## src/rtl/hazard_fwd_unit.sv

```systemverilog
// hazard_fwd_unit: EXE operand forwarding, load-use and load-wait stalls,
// pipeline flush/redirect steering, and stall/hazard performance counters.
module hazard_fwd_unit #(
  parameter int NSRC  = 2,
  parameter int NFWD  = 2,
  parameter int REGW  = 5,
  parameter int LD_TO = 0,
  parameter int CNTW  = 32
) (
  input  logic                 clk,
  input  logic                 rst_n,
  input  logic [NSRC*REGW-1:0] src_addr_i,
  input  logic [NSRC-1:0]      src_use_i,
  input  logic [NFWD*REGW-1:0] prod_rd_i,
  input  logic [NFWD-1:0]      prod_wr_i,
  input  logic [NFWD-1:0]      prod_late_i,
  input  logic                 ld_req_i,
  input  logic                 ld_ack_i,
  input  logic                 exe_pc_req_i,
  input  logic                 csr_pc_req_i,
  input  logic                 wfi_req_i,
  input  logic                 cnt_clr_i,
  output logic [NSRC*NFWD-1:0] fwd_sel_o,
  output logic                 front_stall_o,
  output logic                 lsu_stall_o,
  output logic                 front_flush_o,
  output logic                 lsu_flush_o,
  output logic                 if_exe_pc_o,
  output logic                 if_csr_pc_o,
  output logic                 if_wfi_o,
  output logic                 ld_timeout_o,
  output logic [CNTW-1:0]      stall_cnt_o,
  output logic [CNTW-1:0]      hazard_cnt_o
);

  localparam logic [0:0] S_IDLE = 1'b0;
  localparam logic [0:0] S_WAIT = 1'b1;

  logic [NSRC-1:0][NFWD-1:0] match;
  logic [NSRC-1:0][NFWD-1:0] sel;
  logic [NSRC-1:0]           late_use;

  logic uh_raw;
  logic uh;
  logic ld_stall;
  logic epc;
  logic to_hit;

  logic [0:0] state_q;
  logic [0:0] state_d;

  logic [CNTW-1:0] scnt_q;
  logic [CNTW-1:0] scnt_d;
  logic [CNTW-1:0] hcnt_q;
  logic [CNTW-1:0] hcnt_d;

  // match each operand against producers, keep only the youngest hit
  always_comb begin
    match     = '0;
    sel       = '0;
    late_use  = '0;
    fwd_sel_o = '0;
    for (int j = 0; j < NSRC; j++) begin
      for (int k = 0; k < NFWD; k++) begin
        match[j][k] =
          (src_addr_i[j*REGW +: REGW] != '0) &&
          (src_addr_i[j*REGW +: REGW] ==
           prod_rd_i[k*REGW +: REGW]) &&
          prod_wr_i[k];
      end
      sel[j] = match[j] & (~match[j] + NFWD'(1));
      late_use[j] = src_use_i[j] &
                    (|(sel[j] & prod_late_i));
      fwd_sel_o[j*NFWD +: NFWD] = sel[j] & ~prod_late_i;
    end
  end

  assign uh_raw   = |late_use;
  assign ld_stall = ~ld_ack_i &
                    (ld_req_i | (state_q == S_WAIT));
  assign uh       = uh_raw & ~ld_stall;
  assign epc      = exe_pc_req_i & ~(uh | ld_stall);

  assign front_stall_o = uh | ld_stall;
  assign lsu_stall_o   = ld_stall;
  assign front_flush_o = epc | csr_pc_req_i | wfi_req_i;
  assign lsu_flush_o   = uh | csr_pc_req_i | wfi_req_i;
  assign if_exe_pc_o   = epc & ~csr_pc_req_i;
  assign if_csr_pc_o   = csr_pc_req_i;
  assign if_wfi_o      = wfi_req_i;
  assign ld_timeout_o  = to_hit;

  generate
    if (LD_TO > 0) begin : g_to
      localparam int TOW = (LD_TO > 1) ? $clog2(LD_TO) : 1;

      logic [TOW-1:0] wcnt_q;
      logic [TOW-1:0] wcnt_d;

      // wait counter: zero while idle, counts WAIT cycles
      always_comb begin
        wcnt_d = '0;
        if (state_q == S_WAIT) begin
          wcnt_d = wcnt_q + TOW'(1);
        end
      end

      // wait counter register
      always_ff @(posedge clk or negedge rst_n) begin
        if (!rst_n) begin
          wcnt_q <= '0;
        end else begin
          wcnt_q <= wcnt_d;
        end
      end

      assign to_hit = (state_q == S_WAIT) &&
                      (wcnt_q == TOW'(LD_TO - 1)) &&
                      !ld_ack_i;
    end else begin : g_no_to
      assign to_hit = 1'b0;
    end
  endgenerate

  // load FSM: wait for the data-bus response or give up on timeout
  always_comb begin
    state_d = state_q;
    case (state_q)
      S_IDLE: begin
        if (ld_req_i && !ld_ack_i) begin
          state_d = S_WAIT;
        end
      end
      S_WAIT: begin
        if (ld_ack_i || to_hit) begin
          state_d = S_IDLE;
        end
      end
      default: state_d = S_IDLE;
    endcase
  end

  // load FSM state register
  always_ff @(posedge clk or negedge rst_n) begin
    if (!rst_n) begin
      state_q <= S_IDLE;
    end else begin
      state_q <= state_d;
    end
  end

  // saturating stall counter, clear wins over increment
  always_comb begin
    scnt_d = scnt_q;
    if (cnt_clr_i) begin
      scnt_d = '0;
    end else if (front_stall_o &&
                 (scnt_q != {CNTW{1'b1}})) begin
      scnt_d = scnt_q + CNTW'(1);
    end
  end

  // saturating use-hazard counter, clear wins over increment
  always_comb begin
    hcnt_d = hcnt_q;
    if (cnt_clr_i) begin
      hcnt_d = '0;
    end else if (uh &&
                 (hcnt_q != {CNTW{1'b1}})) begin
      hcnt_d = hcnt_q + CNTW'(1);
    end
  end

  // performance counter registers
  always_ff @(posedge clk or negedge rst_n) begin
    if (!rst_n) begin
      scnt_q <= '0;
      hcnt_q <= '0;
    end else begin
      scnt_q <= scnt_d;
      hcnt_q <= hcnt_d;
    end
  end

  assign stall_cnt_o  = scnt_q;
  assign hazard_cnt_o = hcnt_q;

endmodule

```

## config.mk

```make
export PLATFORM = sky130hd
export DESIGN_NAME = hazard_fwd_unit
export DESIGN_NICKNAME = d
export VERILOG_FILES = /design/src/rtl/hazard_fwd_unit.sv
export SDC_FILE = /design/constraint.sdc
export NUM_CORES = 1
export LEC_CHECK = 0
export ABC_AREA = 1
export CAP_MARGIN = 20
export CORE_MARGIN = 2
export CORE_UTILIZATION = 28
export CTS_BUF_LIST = sky130_fd_sc_hd__clkbuf_2
export CTS_CLUSTER_DIAMETER = 50
export CTS_CLUSTER_SIZE = 8
export DETAILED_ROUTE_END_ITERATION = 16
export GPL_TIMING_DRIVEN = 0
export PLACE_DENSITY = 0.62
export REMOVE_ABC_BUFFERS = 1
export SLEW_MARGIN = 25
export SYNTH_ARGS = -nofsm -noshare
export SYNTH_HDL_FRONTEND = slang
export SYNTH_SLANG_ARGS = --single-unit
```

## constraint.sdc

```tcl
create_clock -name clk -period 2 [get_ports clk]
set_input_delay 0.4 -clock clk [delete_from_list [all_inputs] [get_ports clk]]
set_output_delay 0.4 -clock clk [all_outputs]
set_load 0.01 [all_outputs]
```

==> metrics.txt <==
status complete, but fails checks; failing checks setup timing; DR iter-0 viols between 300 and 400; asr flop ratio synth 1.00; final period utilization 1.08; met2 wire length 8.92 mm; Total GRT Usage 0.180; WHS 202 ps; routed length per instance roughly 15 um; Synth cell types 28; Final WS setup -161 ps; Arr. time, crit path between 1500 and 2000 ps; Root Driver clkbuf_2; CTS tree yes; final setup vio count 4; Detail Route Antenna Nets 0; Final Core Density 0.427; Period minus WS final ~2200 ps; Worst Setup Start Kind flip-flop; Seq/Total Area, Yosys 0.317; clk_skew approximately 36 ps; I/O pin cnt 110; post-synthesis cell count slightly below 800; die width roughly 140 um; Longest Clk Path Bufs 2; Worst VDD drop about 200 uV; synth top area cells dfrtp_1 (32%), nand2_1 (17%), nand3_1 (7.1%); Fmax 0.463 GHz; Setup TNS Final -550 ps; Met3 Routed Length 1.01 mm; global-route wire length before repair about 28 mm; htree depth 3; most frequent cells after synthesis nand2_1 (232), nor2_1 (95), inv_1 (89); Final Max Tran Viols 0; Syn Area/Cell about 6.7 um^2; type of the worst setup path flip-flop to output port; Die Ht approximately 140 um; R2R depth 11; FF-to-FF Start stall_cnt_o[0]$_DFFE_PN0P_; top sig layer met4; area fraction of the dominant cell type after synthesis 0.317; most common cell in the netlist nand2_1; routability cong. 0.896; pwr/cell area roughly 340 nW/um^2; RSZ-0062 raised after global routing true; relative slew slack 0.575; antenna violations before repair 0; Worst Path Required between 1500 and 2000 ps; DRC errors left 0; CTS sink cnt 65; Top FF cell, synth dfrtp_1; hpwl dp around 11 mm; final wirelength approximately 18 mm; Worst-Margin Slew 637 ps; reg2reg setup slack ~20 ps; DR vias/cell about 4.9; layout cells sized above 1 0.299; Yosys warning total 0; number of flops mapped to enable cells by yosys 0; reg2reg end stall_cnt_o[8]$_DFFE_PN0P_; leakage power between 4 and 5 nW; cell taking the most area after synthesis dfrtp_1; Rows between 40 and 50; layout overhead on the synthesized area 49.3%; Tot Pwr approximately 2.6 mW; DIE AREA 19,400 um^2; TritonRoute pass-1 iters 4; FILL cells roughly 1,900; vias in the first global route between 5,000 and 6,000; CP Capture Type output port; CTS buffer count 9; clock slew at reported path FFs about 200 ps; Min-Delay Path Class primary input to async pin; crit-path max FO 2; register bit total from synthesis 65; Initial Util 0.286; M1 wire length 7.59 mm; Post-Syn Area slightly above 5000 um^2; Buffers on Ports about 110; number of vias in the routed layout roughly 5,800; GRT overflow 0; ANT cells 0; Core Area 18,000 um^2; maxcap violations 0; largest net degree at the start of global routing 82; nets around 1,000; Final Hold Fails 0; Clock Latency Late Sink approximately 570 ps
-- layout make-up --
cell class / count / area, um^2 / area share
clock buffer: 12 / 60.1 / 0.00784
tap: 229 / 287 / 0.0374
inverter: 90 / 343 / 0.0447
sequential: 65 / 1680 / 0.220
timing repair buffer: 209 / 1890 / 0.246
clock inverter: 1 / 30.0 / 0.00392
multi-input combinational: 591 / 3370 / 0.440
-- what timing repair did --
item / CTS / global route
cloned: 7 / 2
buffers inserted: 70 / 29
endpoints found under the setup margin: 131 / 104
hold buffers: 1 / 0
pin swaps: 51 / 27
endpoints found under the hold margin: 32 / 0
gates resized for setup: 210 / 66
-- flip-flops by register name, summed over array words and instances, names as in the netlist --
register	cells
hazard_cnt_o	32
state_q	1
stall_cnt_o	32
-- logic make-up (layout without fill, tap and decap cells) --
logic type,after synthesis,in the layout,share of synthesized area
flip-flops,65,65,0.317
buffers and inverters,123,312,0.104
XOR/XNOR,60,60,0.102
other,1,1,0.000730
AND/OR/NAND/NOR,514,522,0.464
AO/OA/AOI/OAI,6,6,0.00682
adder cells (fa/ha/maj),2,2,0.00487
-- layout by cell type (no fill, tap or decap), types with 2 or more instances in the layout --
master,n
nand3_4,5
nand2_4,4
nor2_4,5
nand2_1,223
xor2_1,40
nand3_1,55
o211ai_1,2
nand2_8,6
inv_1,75
clkdlybuf4s15_2,4
clkdlybuf4s15_1,2
or3_4,3
clkdlybuf4s50_1,35
xnor2_1,20
dlygate4sd2_1,16
clkbuf_2,13
buf_16,2
nand3_2,37
a21oi_1,2
nor2_2,12
dlymetal6s2s_1,28
nand2_2,6
buf_12,3
nand4_1,51
inv_2,14
buf_4,93
dfrtp_1,19
buf_6,4
nor3_1,27
nor2_1,82
dfrtp_2,46
nor3_2,6
buf_2,19
a21oi_2,2
-- power breakdown --
group / internal (mW) / leakage (nW) / switching, mW / total (mW)
combinational: 0.202 / 3.18 / 0.311 / 0.513
sequential: 1.33 / 0.827 / 0.0148 / 1.34
clock: 0.286 / 0.0640 / 0.495 / 0.780
-- layer usage --
layer	track usage	vias to the layer above
li1	-	2880
met1	0.231	2734
met2	0.309	165
met3	0.0368	33
met4	0.0468	0
met5	0	-
-- worst max-delay path: stages (launching register included) --
cell,delay (ps)
dfrtp_1,420
nor2_2,130
nor2_2,70
inv_2,60
nand4_1,150
buf_4,170
nor2_2,60
buf_2,130
-- metrics by stage --
step                cells  setup WS, ps  area (um^2)
CTS                  1168          -199         7280
global route         1197          -306         7660
global placement     1075         -4760         6300
finish               1197          -161         7660
detailed placement   1077         -1450         6370
floorplan             738         -1560         4940
-- how the worst max path moves through the flow --
stage | start | endpoint | slack, ps | cells past startpoint
after floorplan | cnt_clr_i | hazard_cnt_o[0]$_DFFE_PN0P_ | -1560 | 4
after detailed placement | src_addr_i[3] | front_stall_o | -1450 | 11
after global placement | cnt_clr_i | hazard_cnt_o[10]$_DFFE_PN0P_ | -4760 | 5
after CTS | state_q$_DFF_PN0_ | if_exe_pc_o | -200 | 7
final | state_q$_DFF_PN0_ | if_exe_pc_o | -160 | 7
after global routing | state_q$_DFF_PN0_ | if_exe_pc_o | -310 | 7
Note: power is estimated with default switching activity, not from simulation.
==> patch 1, RTL diff (same settings) <==
Set the parameter `NFWD` to 1 (it was 2).
--- a/src/rtl/hazard_fwd_unit.sv
+++ b/src/rtl/hazard_fwd_unit.sv
@@ -2,7 +2,7 @@
 // pipeline flush/redirect steering, and stall/hazard performance counters.
 module hazard_fwd_unit #(
   parameter int NSRC  = 2,
-  parameter int NFWD  = 2,
+  parameter int NFWD  = 1,
   parameter int REGW  = 5,
   parameter int LD_TO = 0,
   parameter int CNTW  = 32
Interface: changed (resized fwd_sel_o, prod_late_i, prod_rd_i and prod_wr_i); port bits go from 110 to 101. The function was not compared with the original's and may differ.
==> patch 1 against the original RTL <==
- the run still ends with negative setup slack left
- sequential share of layout area increased by 0.92 points
- synthesized area decreased by 2.9%
- sequential power about the same
- power decreased by 8.7%
- design area decreased by 4.7%
- maximum frequency increased by 4.4%
- worst setup slack improved by 0.092 ns
- global-route usage decreased by 0.49 points
- register-to-register slack improved by 0.05 ns
- count of clock-buffer cells in the layout decreased by 1
- sequential cell count unchanged
- routed wire length decreased by 6.3%
- critical path type is now input pin to primary output
- largest power group unchanged
==> patch 1: results (changes against the original RTL) <==
status=complete, but fails checks (unchanged); failing checks=negative setup slack (unchanged); Placed Cells=1074 (was 1077); CP peak stage delay=0.19 ns (was 0.42 ns); number of library cell types mapped by synthesis=30 (was 28); synth top area cells=dfrtp_1, nand2_1, nand3_1, nor2_1, inv_1 (was dfrtp_1, nand2_1, nand3_1, nor2_1, xor2_1); Post-Route WL=16.84 mm (was 17.97 mm); Final setup violation count=2 (was 4); vias in the first global route=5047 (was 5349); Top delay family on crit path=buffers and inverters (was flip-flops); layout cell share with drive strength beyond 1=24.44% (was 29.86%); Area after DPL=6096 um2 (was 6366 um2); Pre-antenna DRT Iters=5 (was 4); combinational power=399 uW (was 513 uW); largest net degree at the start of global routing=98 (was 82); Worst path slowest cell=clkdlybuf4s15_1 (was dfrtp_1); sw frac=31.36% (was 31.11%); setup TNS=-0.1271 ns (was -0.5503 ns); Via density=4.727 (was 4.855); sequential fraction of the synthesis area=32.62% (was 31.68%); Total Power=2.407 mW (was 2.637 mW); DRT iter0 DRCs=389 (was 332); Final WS setup=-0.06969 ns (was -0.1613 ns); EDFF count, synth=0 (unchanged); wire per inst=13.99 um (was 15.01 um); Worst-path clk slew=0.19 ns; Ys Warns=0 (unchanged); Post-Syn Area per Cell=6.384 um2 (was 6.660 um2); dpl ws=-1.121 ns (was -1.445 ns); async set or reset register ratio after synthesis=100.0% (unchanged); VDD IR max=0.0001785 V (was 0.0001984 V); fillcell total=1813 (was 1853); Worst Path Arrival=1.67 ns (was 1.76 ns); Final Instance Area=7308 um2 (was 7665 um2); Port Buffers=99 (was 108); gpl congestion=0.8600 (was 0.8964); GRT Overall Usage=17.48% (was 17.97%); Setup Skew=0.01938 ns (was 0.03570 ns); worst skew pair latency=0.53 ns (was 0.57 ns); top post-synthesis cells by count=nand2_1, nor2_1, nand3_1 (was nand2_1, nor2_1, inv_1); clock power share=27.6% (was 29.6%); global-route wire length before repair=25.96 mm (was 28.14 mm); H-Tree Depth=3 (unchanged); dpl hpwl=10.37 mm (was 10.96 mm); Max-slew headroom=49.16% (was 57.52%)
==> patch 1: changes by cell type after synthesis, moves of 3 or more <==
cell / delta
buf_2: -5
inv_2: +6
xor2_1: -16
nand3_1: +19
nor3_1: -11
nand2_1: +34
buf_6: +5
nor2_1: +18
nor2_2: +4
buf_4: +3
nand3_2: -17
inv_1: -16
nand4_1: -11
==> patch 1: final cells by class <==
class | instances | area share (%)
multi-input combinational | 609 | 42.60
timing repair buffer | 208 | 25.42
sequential | 65 | 22.89
inverter | 80 | 4.177
tap | 225 | 3.852
clock buffer | 11 | 0.7533
clock inverter | 5 | 0.3082
==> patch 1: what timing repair did <==
item	4_1_cts	5_1_grt
hold endpoints to repair	22	0
resized for setup	125	58
setup buffers	48	61
hold buffers	1	0
endpoints found under the setup margin	120	113
cloned	4	1
pin swaps	22	17
==> patch 1: worst paths after layout <==
kind	start	end	slack [ns]	cells after the start
min in group clk	ld_ack_i	state_q	0.43	2
min	rst_n	hazard_cnt_o[15]	0.27	2
min reg2reg	stall_cnt_o[3]	stall_cnt_o[3]	0.55	2
max in group asynchronous	rst_n	stall_cnt_o[0]	1.16	3
max	src_addr_i[6]	if_exe_pc_o	-0.07	11
max reg2reg	stall_cnt_o[1]	stall_cnt_o[18]	0.07	11
==> patch 1: logic make-up after synthesis <==
family	after synthesis	synth area share (%)
flops	65	32.62
fa+ha+maj	2	0.5018
compound gates	5	0.5018
simple gates	553	48.86
xor+xnor	43	7.553
other cells	1	0.07521
buf+inv	112	9.887
==> patch 1: routing by layer <==
metal	vias up	global-route usage, %	routed length (um)
met2	161	30.02	8302
li1	2875	-	-
met3	17	4.157	1048
met5	-	0	0
met1	2634	22.45	7266
met4	0	3.322	217
==> patch 2, RTL diff (same flow settings) <==
Made on the original files. Put one more register stage on the output `hazard_cnt_o`, without a reset. The value now appears one clock later. The other outputs are not delayed to match.
--- a/src/rtl/hazard_fwd_unit.sv
+++ b/src/rtl/hazard_fwd_unit.sv
@@ -183,7 +183,9 @@
   end
 
   assign stall_cnt_o  = scnt_q;
-  assign hazard_cnt_o = hcnt_q;
+  always_ff @(posedge clk) begin
+    hazard_cnt_o <= hcnt_q;
+  end
 
 endmodule
 
Behaviour: not the same (a bounded check fails within 4 cycles, from zero or initial values and one cycle with rst_n low).
==> patch 2 against the original RTL <==
- the run still ends with negative setup slack left
- power is 34% higher
- global-route usage is 1.7 points lower
- final cell count is 5.1% higher
- sequential cell count is 32 higher
- sequential power is 49% higher
- synthesized area is 13% higher
- combinational power is 4.3% higher
- sequential share of layout area is 6.0 points higher
- worst setup slack better by 0.071 ns
- routed wire length is 2.0% higher
- design area is 8.6% higher
- critical path type unchanged
==> patch 2: results (changes against the original RTL) <==
status=complete, but fails checks (unchanged); failing checks=negative setup slack (unchanged); Post-Syn Area per Cell=7.169 um2 (was 6.660 um2); CP peak stage delay=0.43 ns; dpl hpwl=11.25 mm (was 10.96 mm); antenna cells=0 (unchanged); sequential fraction of the synthesis area=39.19% (was 31.68%); worst skew pair latency=0.60 ns (was 0.57 ns); synth top area cells=dfrtp_1, nand2_1, dfxtp_1, nor2_1, nand3_1 (was dfrtp_1, nand2_1, nand3_1, nor2_1, xor2_1); DRT iter0 DRCs=339 (was 332); layout cell share with drive strength beyond 1=30.87% (was 29.86%); Via density=4.700 (was 4.855); gpl congestion=0.8953 (was 0.8964); setup TNS=-1.521 ns (was -0.5503 ns); slew of the pin with the lowest slew margin=0.7072 ns (was 0.6371 ns); Root Driver=clkbuf_2 (unchanged); Final setup violation count=36 (was 4); VDD IR max=0.0002909 V (was 0.0001984 V); Final ANT Viol Nets=0 (unchanged); largest fanout on the critical path=3 (was 2); top post-synthesis cells by count=nand2_1, nor2_1, inv_1 (unchanged); Placed Cells=1153 (was 1077); clk buf depth=2 (unchanged); async set or reset register ratio after synthesis=67.01% (was 100.0%); H-Tree Depth=3 (unchanged); HP Class=input pin to async pin (unchanged); Final WS setup=-0.08984 ns (was -0.1613 ns); Port Buffers=108 (unchanged); Setup Skew=0.04193 ns (was 0.03570 ns); core box area=20230 um2 (was 17960 um2); global-route wire length before repair=28.70 mm (was 28.14 mm); Worst Path Arrival=1.69 ns (was 1.76 ns); Primary FF master, synth=dfrtp_1 (unchanged); antenna violations before repair=0 (unchanged); Post-Route WL=18.34 mm (was 17.97 mm); Leakage=4.205 nW (was 4.076 nW); Pre-antenna DRT Iters=5 (was 4); fin nets=1019 (was 1002); Finished Layout Cells=1258 (was 1197); GRT Overall Usage=16.32% (was 17.97%); number of library cell types mapped by synthesis=35 (was 28); Worst-path clk slew=0.28 ns (was 0.20 ns); CTS Buf Count=9 (unchanged); grt ovf=0 (unchanged); Top delay family on crit path=flip-flops (unchanged); Ys Warns=0 (unchanged); vias in the first global route=5670 (was 5349); largest net degree at the start of global routing=64 (was 82); Worst path slowest cell=dfrtp_1 (unchanged)
[patch 2: cell count changes after synthesis, sizes merged, moves of 2 or more]
cell | before | now
dfxtp | 0 | 32
inv | 89 | 84
nand2 | 235 | 240
nand3 | 95 | 99
nand4 | 51 | 48
nor2 | 99 | 109
nor3 | 33 | 21
nor3b | 0 | 2
xor2 | 40 | 38
[patch 2: stage by stage]
step	hold slack, ns	utilization, %	cell area, um2	worst slack, ns	total power, mW
2_1_floorplan	0.1044	-	5579	-1.537	2.204
6_report	0.1456	41.12	8320	-0.08984	3.536
3_3_place_gp	0.4315	34.58	6998	-4.804	2.416
5_1_grt	0.1206	41.12	8320	-0.2061	3.709
3_5_place_dp	0.2867	34.91	7064	-1.485	2.431
4_1_cts	0.1175	39.10	7911	-0.1183	3.534
[patch 2: routing by layer]
layer / GRT usage [%] / wire length [um] / part of all wire (%) / up-vias
li1: - / - / - / 2935
met1: 20.47 / 7800 / 43 / 2771
met2: 28.72 / 9179 / 50 / 171
met3: 2.500 / 945 / 5.2 / 35
met4: 5.288 / 414 / 2.3 / 0
met5: 0 / 0 / 0 / -
[patch 2: final cells by class]
| cell class | count | area (um2) |
|---|---|---|
| Clock buffer | 11 | 55.05 |
| Tap cell | 270 | 337.8 |
| Fill cell | 2067 | 11910 |
| Sequential cell | 97 | 2323 |
| Timing Repair Buffer | 189 | 1669 |
| Inverter | 85 | 326.6 |
| Clock inverter | 5 | 63.81 |
| Multi-Input combinational cell | 601 | 3545 |
[patch 2: path summary, 6_finish.rpt]
path,start,endpoint,depth (start not counted),slack [ns]
min in group clk,ld_ack_i,state_q,2,0.34
max reg2reg,stall_cnt_o[1],stall_cnt_o[0],11,-0.07
max,state_q,front_stall_o,7,-0.09
min reg2reg,hcnt_q[22],hazard_cnt_o[22],0,0.45
min,rst_n,stall_cnt_o[4],2,0.15
max in group asynchronous,rst_n,hcnt_q[22],3,1.27
[patch 2: kinds of logic (layout without fill, tap and decap cells)]
group | after synthesis | count (layout) | share of synthesized area, %
AND/OR/NAND/NOR | 521 | 531 | 41.50
buffers and inverters | 119 | 290 | 9.083
flip-flops | 97 | 97 | 39.19
XOR/XNOR | 59 | 59 | 8.932
AO/OA/AOI/OAI | 8 | 8 | 0.8003
adder cells (fa/ha/maj) | 2 | 2 | 0.4325
other | 1 | 1 | 0.06482
[patch 2: timing repair]
item / 4_1_cts / 5_1_grt
hold buffers: 1 / 0
setup endpoints to repair: 105 / 92
endpoints found under the hold margin: 65 / 0
setup buffers: 64 / 14
pin swaps: 42 / 45
cloned: 9 / 1
gates resized for setup: 205 / 122
[patch 2: where the power goes]
part	switching, mW	internal, mW	total (mW)
Sequential	0.0136	1.98	1.99
Clock	0.700	0.308	1.01
Combinational	0.329	0.206	0.535
Total	1.04	2.49	3.54
